[config.mk]
export PLATFORM = sky130hd
export DESIGN_NAME = seg7_scan_ctrl_flat
export DESIGN_NICKNAME = d
export VERILOG_FILES = /design/src/rtl/seg7_pkg.sv /design/src/rtl/seg7_scan_ctrl_if.sv /design/src/rtl/seg7_scan_ctrl_decoder.sv /design/src/rtl/seg7_scan_ctrl.sv /design/src/flat_wrapper.sv
export SDC_FILE = /design/constraint.sdc
export NUM_CORES = 1
export LEC_CHECK = 0
export CORE_ASPECT_RATIO = 0.5
export CORE_MARGIN = 5
export CORE_UTILIZATION = 55
export DETAILED_ROUTE_END_ITERATION = 10
export GPL_ROUTABILITY_DRIVEN = 1
export PLACE_DENSITY_LB_ADDON = 0.2
export SKIP_LAST_GASP = 1
export SLEW_MARGIN = 25
export SYNTH_ARGS = -nofsm -noshare
export SYNTH_HDL_FRONTEND = slang
export SYNTH_SLANG_ARGS = --single-unit
[constraint.sdc]
create_clock -name clk -period 2.56 [get_ports clk]
set_input_delay 0.384 -clock clk [delete_from_list [all_inputs] [get_ports clk]]
set_output_delay 0.384 -clock clk [all_outputs]
set_load 0.1 [all_outputs]
[src/rtl/seg7_pkg.sv]
// Shared constants for the seven-segment scan controller: digit count,
// blank pattern, segment bit order and the hex glyph table.
package seg7_pkg;

  localparam int unsigned NUM_DIGITS = 8;
  localparam int unsigned IDX_W      = $clog2(NUM_DIGITS);
  localparam logic [7:0]  SEG_BLANK  = 8'hFF;
  localparam logic [6:0]  GLYPH_OFF  = 7'h7F;

  // seg bus order is {dp,g,f,e,d,c,b,a}, all active-low
  localparam int SEG_A  = 0;
  localparam int SEG_G  = 6;
  localparam int SEG_DP = 7;

  localparam logic [7:0] HEX_SEG [16] = '{
    8'hC0, 8'hF9, 8'hA4, 8'hB0, 8'h99, 8'h92, 8'h82, 8'hF8,
    8'h80, 8'h90, 8'h88, 8'h83, 8'hC6, 8'hA1, 8'h86, 8'h8E
  };

  // Bit k set when digit k sits above the most significant nonzero nibble.
  // Digit 0 is never blanked so a zero value still shows one "0".
  function automatic logic [NUM_DIGITS-1:0] lz_blank_mask(input logic [31:0] v);
    logic seen;
    lz_blank_mask = '0;
    seen = 1'b0;
    for (int k = NUM_DIGITS - 1; k >= 1; k--) begin
      seen = seen | (v[4*k +: 4] != 4'h0);
      lz_blank_mask[k] = ~seen;
    end
  endfunction

endpackage

[src/rtl/seg7_scan_ctrl_if.sv]
// CPU-side load/enable signals and display-side outputs of seg7_scan_ctrl.
interface seg7_scan_ctrl_if;
  // load is a one-cycle strobe with no backpressure; busy is status only and
  // never blocks a load (a later load simply overwrites the pending value).
  logic        en;
  logic [31:0] data_in;
  logic        load;
  logic [7:0]  dp_mask;
  logic [7:0]  an;
  logic [7:0]  seg;
  logic        frame_done;
  logic        busy;

  modport master (
    output en, data_in, load, dp_mask,
    input  an, seg, frame_done, busy
  );

  modport slave (
    input  en, data_in, load, dp_mask,
    output an, seg, frame_done, busy
  );
endinterface

[src/rtl/seg7_scan_ctrl_decoder.sv]
// 3-to-8 decoder with active-low outputs, used as the digit select.
module Decoder3_8 (
  input  logic [2:0] a_i,
  output logic [7:0] y_n_o
);
  assign y_n_o = ~(8'b0000_0001 << a_i);
endmodule

[src/rtl/seg7_scan_ctrl.sv]
// Time-multiplexed 8-digit seven-segment scanner with frame-boundary shadowing.
// Optional leading-zero blanking is built when SEG7_LZ_BLANK_EN is defined.
module seg7_scan_ctrl
  import seg7_pkg::*;
#(
  parameter int unsigned SCAN_DIV = 100000
) (
  input  logic           clk,
  input  logic           rst_n,
  seg7_scan_ctrl_if.slave bus
);

  localparam int unsigned PRE_W = 20;
  localparam logic [IDX_W-1:0] LAST_IDX = IDX_W'(NUM_DIGITS - 1);

  logic [PRE_W-1:0] pre_q, pre_d;
  logic [IDX_W-1:0] idx_q, idx_d;
  logic [31:0]      pend_q, pend_d;
  logic [31:0]      shadow_q, shadow_d;
  logic             busy_q, busy_d;
  logic             fd_q, fd_d;
  logic [7:0]       an_q, an_d;
  logic [7:0]       seg_q, seg_d;
  logic             tick, boundary;
  logic [3:0]       nib;
  logic [6:0]       glyph;
  logic [7:0]       dec_an;
`ifdef SEG7_LZ_BLANK_EN
  logic [NUM_DIGITS-1:0] blank_q, blank_d;
`endif

  Decoder3_8 u_dec (
    .a_i   (idx_q),
    .y_n_o (dec_an)
  );

  always_comb begin
    tick     = (pre_q == PRE_W'(SCAN_DIV - 1));
    boundary = tick && (idx_q == LAST_IDX);
    pre_d    = tick ? '0 : pre_q + 1'b1;
    idx_d    = tick ? idx_q + 1'b1 : idx_q;
    pend_d   = bus.load ? bus.data_in : pend_q;
    // A load coinciding with the boundary keeps busy: the new value still waits.
    busy_d   = bus.load | (busy_q & ~boundary);
    shadow_d = (boundary && busy_q) ? pend_q : shadow_q;
    fd_d     = boundary;

    nib   = shadow_q[{idx_q, 2'b00} +: 4];
    glyph = HEX_SEG[nib][SEG_G:SEG_A];
`ifdef SEG7_LZ_BLANK_EN
    blank_d = (boundary && busy_q) ? lz_blank_mask(pend_q) : blank_q;
    if (blank_q[idx_q]) glyph = GLYPH_OFF;
`endif

    an_d  = SEG_BLANK;
    seg_d = SEG_BLANK;
    if (bus.en) begin
      an_d                = dec_an;
      seg_d[SEG_DP]       = ~bus.dp_mask[idx_q];
      seg_d[SEG_G:SEG_A]  = glyph;
    end
  end

  always_ff @(posedge clk or negedge rst_n) begin
    if (!rst_n) begin
      pre_q    <= '0;
      idx_q    <= '0;
      pend_q   <= '0;
      shadow_q <= '0;
      busy_q   <= 1'b0;
      fd_q     <= 1'b0;
      an_q     <= SEG_BLANK;
      seg_q    <= SEG_BLANK;
`ifdef SEG7_LZ_BLANK_EN
      blank_q  <= lz_blank_mask(32'h0);
`endif
    end else begin
      pre_q    <= pre_d;
      idx_q    <= idx_d;
      pend_q   <= pend_d;
      shadow_q <= shadow_d;
      busy_q   <= busy_d;
      fd_q     <= fd_d;
      an_q     <= an_d;
      seg_q    <= seg_d;
`ifdef SEG7_LZ_BLANK_EN
      blank_q  <= blank_d;
`endif
    end
  end

  assign bus.an         = an_q;
  assign bus.seg        = seg_q;
  assign bus.frame_done = fd_q;
  assign bus.busy       = busy_q;

endmodule

[src/flat_wrapper.sv]
// flat-port wrapper written by rule: the top's interface ports become plain ports
module seg7_scan_ctrl_flat import seg7_pkg::*;
#(
  parameter int unsigned SCAN_DIV = 100000
)
  (clk, rst_n, bus_en, bus_data_in, bus_load, bus_dp_mask, bus_an, bus_seg, bus_frame_done, bus_busy);
  seg7_scan_ctrl_if bus_i ();
  input  logic clk;
  input  logic rst_n;
  input wire logic [$bits(bus_i.en)-1:0] bus_en;
  input wire logic [$bits(bus_i.data_in)-1:0] bus_data_in;
  input wire logic [$bits(bus_i.load)-1:0] bus_load;
  input wire logic [$bits(bus_i.dp_mask)-1:0] bus_dp_mask;
  output wire logic [$bits(bus_i.an)-1:0] bus_an;
  output wire logic [$bits(bus_i.seg)-1:0] bus_seg;
  output wire logic [$bits(bus_i.frame_done)-1:0] bus_frame_done;
  output wire logic [$bits(bus_i.busy)-1:0] bus_busy;
  assign bus_i.en = bus_en;
  assign bus_i.data_in = bus_data_in;
  assign bus_i.load = bus_load;
  assign bus_i.dp_mask = bus_dp_mask;
  assign bus_an = bus_i.an;
  assign bus_seg = bus_i.seg;
  assign bus_frame_done = bus_i.frame_done;
  assign bus_busy = bus_i.busy;
  seg7_scan_ctrl #(.SCAN_DIV(SCAN_DIV)) u_core (.clk(clk), .rst_n(rst_n), .bus(bus_i));
endmodule
==> results.tsv <==
stage	metric	value	unit
run_status	status	finished clean	
yosys	cell area after synthesis	4810	sq um
floorplan	# rows	24	
cts	Root Buffer	clkbuf_16	
cts	CTS tree	built	
global_route	initial antenna violation count	0	
timing	Hold Fails Final Rpt	0	
global_route	vias in the first global route	3156	
timing	Slew Viols, Final	0	
timing	Period Utilization, post-route	89.0	%
yosys	syn avg cell area	14.0	sq um
timing	fmax	0.439	GHz
cts	H-tree levels	3	
worst_setup_path	crit-path cells	ha_1 -> and4_1 -> and2_4 -> and4_4 -> and3_4 -> buf_12 -> mux2_4	
global_route	first-pass GRT wire length	16100	microns
worst_setup_path	critical path class	reg -> reg	
cells_and_area	area grow syn2layout	20.4	%
detailed_routing	vias	2867	
cts	Clock Sinks	105	
min_path	HP Class	reg -> reg	
timing	RSZ-0062 raised after global routing	false	
min_path	Worst Hold Depth	1	
worst_setup_path	crit path launch type	flop	
global_route	grt ovf	0	
detailed_routing	drt first-iter violations	190	
yosys	register area share after synthesis	55.0	%
timing	Setup violations, final	0	
detailed_routing	DR WL/cell	17.4	microns
detailed_routing	DR vias/cell	5.38	
cells_and_area	Final Cell Area	5790	sq um
placement	Post-DP Area	5470	sq um
yosys	gate count of the mapped netlist	344	
worst_setup_path	Critical-path top delay cell	dfrtp_1	
detailed_routing	WL final	9300	microns
floorplan	Core Area	8620	sq um
detailed_routing	DRT Pass-1 Iters	4	
worst_setup_path	CP max FO	21	
yosys	#FFs+latches synth	105	
floorplan	Initial Util	55.8	%
yosys	synthesized net count	401	
worst_setup_path	Worst Reg-to-Reg Cells	7	
timing	Setup TNS	0	ns
worst_setup_path	CP startpoint	u_core.pre_q[0]	
worst_setup_path	R2R Setup Slk	0.28	ns
timing	Final Skew	0.00730	ns
floorplan	io pins	62	
global_route	gr usage total	18.9	%
yosys	yosys warns	0	
cts	# Post-CTS Setup Buffers	0	
detailed_routing	# DRC	0	
cts	CTS buffer count	9	
worst_setup_path	worst reg2reg startpoint	u_core.pre_q[0]	
worst_setup_path	max incr delay on CP	0.39	ns
yosys	Distinct cells, synth	36	
worst_setup_path	CP arrival	2.51	ns
timing	Final Critical Period	2.28	ns
cts	Skew-Pair Late Insertion Delay	0.34	ns
global_route	largest net degree at the start of global routing	76	
job	maxcap violations	0	
timing	worst slew pin tran	0.593	ns
detailed_routing	antenna-violating nets left	0	
cells_and_area	Nets	468	
timing	Worst slew margin	60.1	%
cells_and_area	n_diodes	0	
power_and_ir_drop	power per cell area	586	nW/um^2
worst_setup_path	CP Data Required Time	2.79	ns
power_and_ir_drop	maximum VDD drop	0.436	mV
placement	# port buffers	61	
cells_and_area	commonest non-fill, non-tap cell in the layout	dfrtp_1	
cells_and_area	most frequent cells in the layout	dfrtp_1 (89), clkdlybuf4s50_1 (42), mux2_2 (36)	
cts	Clock Path Buffers	2	
worst_setup_path	CP Capture Point	u_core.shadow_q[0]	
worst_setup_path	Crit. End Element	flop	
cts	Reg clk slew, reported paths	0.07	ns
floorplan	die width	142	microns
placement	hpwl dp	6550	microns
floorplan	die area	10800	sq um
placement	GPL Wtd Cong	0.878	
worst_setup_path	r2r endpoint	u_core.shadow_q[0]	
floorplan	Die Y-Extent	76.1	microns
power_and_ir_drop	cell leakage power	2.63	nW
cells_and_area	share of layout cells above drive strength 1	33.4	%
==> per-stage QoR <==
| step | hold WS, ns | util [%] | power (mW) | std cells | setup slack (ns) |
|---|---|---|---|---|---|
| after floorplan | 0.0884 | - | 1.90 | 344 | 0.307 |
| after global placement | 0.329 | 63.5 | 2.02 | 516 | 0.330 |
| after detailed placement | 0.337 | 63.5 | 2.03 | 516 | 0.188 |
| after CTS | 0.505 | 67.2 | 3.44 | 533 | 0.173 |
| after global routing | 0.521 | 67.2 | 3.55 | 533 | 0.112 |
| final | 0.502 | 67.2 | 3.39 | 533 | 0.282 |
==> cells by family after synthesis <==
kind of cell / after synthesis / share of synthesized area (%)
xor+xnor: 18 / 3.28
fa+ha+maj: 13 / 3.38
flops: 105 / 55.0
buf+inv: 28 / 4.03
mux: 86 / 24.0
simple gates: 78 / 7.96
compound gates: 16 / 2.31
==> how the worst min path moves through the flow <==
stage / startpoint / end / slack [ns]
floorplan: rst_n / u_core.bus.busy / 0.09
global placement: rst_n / u_core.pre_q[14] / 0.33
detailed placement: rst_n / u_core.pre_q[14] / 0.34
CTS: u_core.pre_q[0] / u_core.pre_q[0] / 0.50
global route: u_core.pend_q[28] / u_core.shadow_q[28] / 0.52
finish: u_core.pend_q[28] / u_core.shadow_q[28] / 0.50
==> critical path: cells and delay by family (launching register included) <==
kind	cells	cell delay, ns
mux	1	0.32
fa+ha+maj	1	0.22
buf+inv	1	0.24
simple gates	4	0.99
flops	1	0.39
==> Yosys cell counts, drive strengths merged <==
library cell  count  area share [%]
o21bai            1            0.16
nand4             4            0.52
a31oi             4            0.52
o21ai             3            0.31
xor2              8             1.5
o311ai            1            0.18
a2bb2oi           2            0.36
dfrtp            89              46
nor2             19             1.5
a21oi             1            0.10
and4              2            0.42
buf               9             2.5
and3              7             1.0
o221ai            2            0.36
a22oi             1            0.16
o211ai            1            0.16
inv              12            0.94
ha               13             3.4
nor3              1            0.10
nor4              6            0.78
mux4              8             3.7
and2              1            0.18
nor2b             3            0.39
mux2i            12             2.5
clkbuf            7            0.55
mux2             66              18
nand2            22             1.7
nand3            13             1.4
dfstp            16             8.7
xnor2            10             1.8
==> cell type report <==
cell class / count / area (sq um)
well taps: 117 / 146
fillers: 622 / 2830
repair buffers: 72 / 673
inverters: 12 / 45.0
multi-input cells: 211 / 1970
clock inverters: 6 / 66.3
clock buffers: 10 / 239
flip-flops and latches: 105 / 2650
==> routing by layer <==
metal / GRT usage [%] / up-vias / routed length (microns)
met1: 25.1 / 1437 / 4170
met4: 6.13 / 0 / 140
met2: 29.8 / 81 / 4550
li1: - / 1337 / -
met3: 5.52 / 12 / 439
met5: 0 / - / 0
==> registers in the layout, indices dropped and copies added (netlist names) <==
| signal | cells |
|---|---|
| u_core.bus.seg | 8 |
| u_core.idx_q | 3 |
| u_core.pre_q | 20 |
| u_core.bus.an | 8 |
| u_core.shadow_q | 32 |
| u_core.bus.busy | 1 |
| u_core.pend_q | 32 |
| u_core.bus.frame_done | 1 |
==> power by group <==
group / leakage, nW / internal (mW) / switching (mW)
combinational: 1.17 / 0.122 / 0.123
sequential: 1.32 / 1.72 / 0.0338
clock: 0.141 / 0.786 / 0.607
==> what timing repair did <==
| item | CTS | global route |
|---|---|---|
| hold buffers | 1 | 0 |
| endpoints found under the hold margin | 22 | 0 |
| endpoints found under the setup margin | 0 | 1 |
| gates resized for setup | 0 | 1 |
Power figures use the tool's default switching activity.
==> patch: new RTL, config.mk and constraints unchanged <==
The option `SEG7_LZ_BLANK_EN` is turned on by a define.
--- a/src/rtl/seg7_scan_ctrl.sv
+++ b/src/rtl/seg7_scan_ctrl.sv
@@ -1,5 +1,7 @@
 // Time-multiplexed 8-digit seven-segment scanner with frame-boundary shadowing.
 // Optional leading-zero blanking is built when SEG7_LZ_BLANK_EN is defined.
+`define SEG7_LZ_BLANK_EN
+
 module seg7_scan_ctrl
   import seg7_pkg::*;
 #(
Formal check against the unedited RTL: no difference found for any inputs over 10 cycles, from zero or initial values and one cycle with rst_n low; that may be too few to reach the edited logic, so the function may still have changed.
==> patch against the original RTL <==
Total power is 5.6% higher; sequential share of layout area fell by 0.18 points; area after synthesis rose by 7.4%; cell count rose by 8.3%; sequential cell count rose by 7; synthesized cell count increased by 11%; setup slack got worse by 0.049 ns; design area increased by 7.4%; wire length is 14% higher; largest power group unchanged.
==> patch: results (changes against the original RTL) <==
Power and ir drop
  – Peak supply drop: 308 uV (-29%)
  – P_comb: 0.000252 W (+3%)
  – Switching share of power: 0.236 (+0.0111)
  – Clock power share: 0.407 (-0.004)
  – P_leak: 2.85 nW (+8.5%)

Min path
  – Hold Startpoint: u_core.blank_q[1]
  – Hold depth: 2 (+1)

Setup path
  – Reg2reg start: u_core.idx_q[0]
  – FF-to-FF setup slack: 0.23 ns (-0.05 ns)
  – Reg2reg path depth: 8 (+1)
  – FF-to-FF End: u_core.bus.seg[3]
  – Critical path data arrival time: 2.59 ns (+0.08 ns)
  – Delay-heaviest family, CP: multiplexers

Logic synthesis
  – Post-synthesis sequential area ratio: 0.548 (-0.00251)
  – Mux cell area share after synthesis: 0.228 (-0.0118)
  – Syn nets: 438 (+9.2%)
  – Count of different cell masters after synthesis: 49 (+36%)
  – Synth cell count leaders: dfrtp_1 (89), mux2_2 (35), mux2_4 (32), nand2_1 (31), dfstp_2 (23)
  – Synth Area in Adders: 0.0315 (-0.00234)
  – Post-Synth XOR/XNOR Area: 0.0322 (-0.000574)
  – Synth top area cells: dfrtp_1 (43%), dfstp_2 (12%), mux2_4 (9.3%), mux2_2 (7.6%), mux4_2 (3.9%)
  – Compound-Gate Fraction of Synth Area: 0.0298 (+0.00663)

Global route
  – Vias in the first global route: 3382 (+7.2%)
  – GR Util All Layers: 0.199 (+0.0102)
  – Pin count of the biggest net entering global routing: 54 (-29%)
  – Global-route wire length before repair: 18000 um (+12%)

Place
  – Routability cong.: 0.924 (+5.3%)
  – Dpl cell area: 0.00589 sq mm (+7.6%)
  – DP HPWL: 7710 um (+18%)

Route
  – DR vias/cell: 5.61 (+4.2%)
  – DR iter-0 viols: 205 (+7.9%)
  – Routed wire length: 10600 um (+14%)

Timing
  – Final Skew: 0.0107 ns (+0.00342 ns)
  – Smallest hold slack: 0.483 ns (-0.0189 ns)
  – Slew headroom: 0.559 (-0.0418)

Finish
  – Multi-input combinational cell area: 0.00220 sq mm (+12%)
  – Filler cells: 675 (+8.5%)

Clock tree
  – CTS max path bufs: 2 (unchanged)

Die
  – Row count: 25 (+4.2%)

Run status
  – Outcome: finished, final reports clean
## patch: logic make-up after synthesis
family | Yosys count
compound gates | 23
xor+xnor | 19
fa+ha+maj | 13
buf+inv | 25
flops | 112
mux | 85
simple gates | 104
## patch: per-stage QoR
| stage | power (W) | setup slack (ns) | std cells |
|---|---|---|---|
| floorplan | 0.00202 | 0.247 | 381 |
| global placement | 0.00215 | 0.250 | 558 |
| detailed placement | 0.00216 | 0.0675 | 558 |
| CTS | 0.00362 | 0.0530 | 575 |
| global route | 0.00372 | 0.0130 | 577 |
| finish | 0.00358 | 0.233 | 577 |
## patch: how the worst max path moves through the flow
stage,from,end
2_1_floorplan,u_core.idx_q[0],u_core.bus.seg[3]
3_3_place_gp,u_core.idx_q[0],u_core.bus.seg[3]
3_5_place_dp,u_core.idx_q[0],u_core.bus.seg[3]
4_1_cts,u_core.idx_q[0],u_core.bus.seg[3]
5_1_grt,u_core.idx_q[0],u_core.bus.seg[3]
6_report,u_core.idx_q[0],u_core.bus.seg[3]
## patch: metal layers
| layer | track usage | vias to the layer above | wire length, um |
|---|---|---|---|
| met3 | 0.0507 | 12 | 369 |
| met1 | 0.279 | 1647 | 5180 |
| li1 | - | 1515 | - |
| met5 | 0 | - | 0 |
| met2 | 0.313 | 61 | 4910 |
| met4 | 0.0502 | 0 | 112 |
## patch: what timing repair did
action,4_1_cts,5_1_grt
hold buffers,1,0
setup endpoints to repair,0,6
resized for setup,0,1
hold endpoints to repair,31,0
buffers inserted,0,2
## patch: cell type report
| cell class | count | area share |
|---|---|---|
| clock inverter | 7 | 0.0133 |
| clock buffer | 9 | 0.0362 |
| tap | 121 | 0.0243 |
| sequential | 112 | 0.455 |
| inverter | 10 | 0.00603 |
| timing repair buffer | 74 | 0.111 |
| multi-input combinational | 244 | 0.354 |
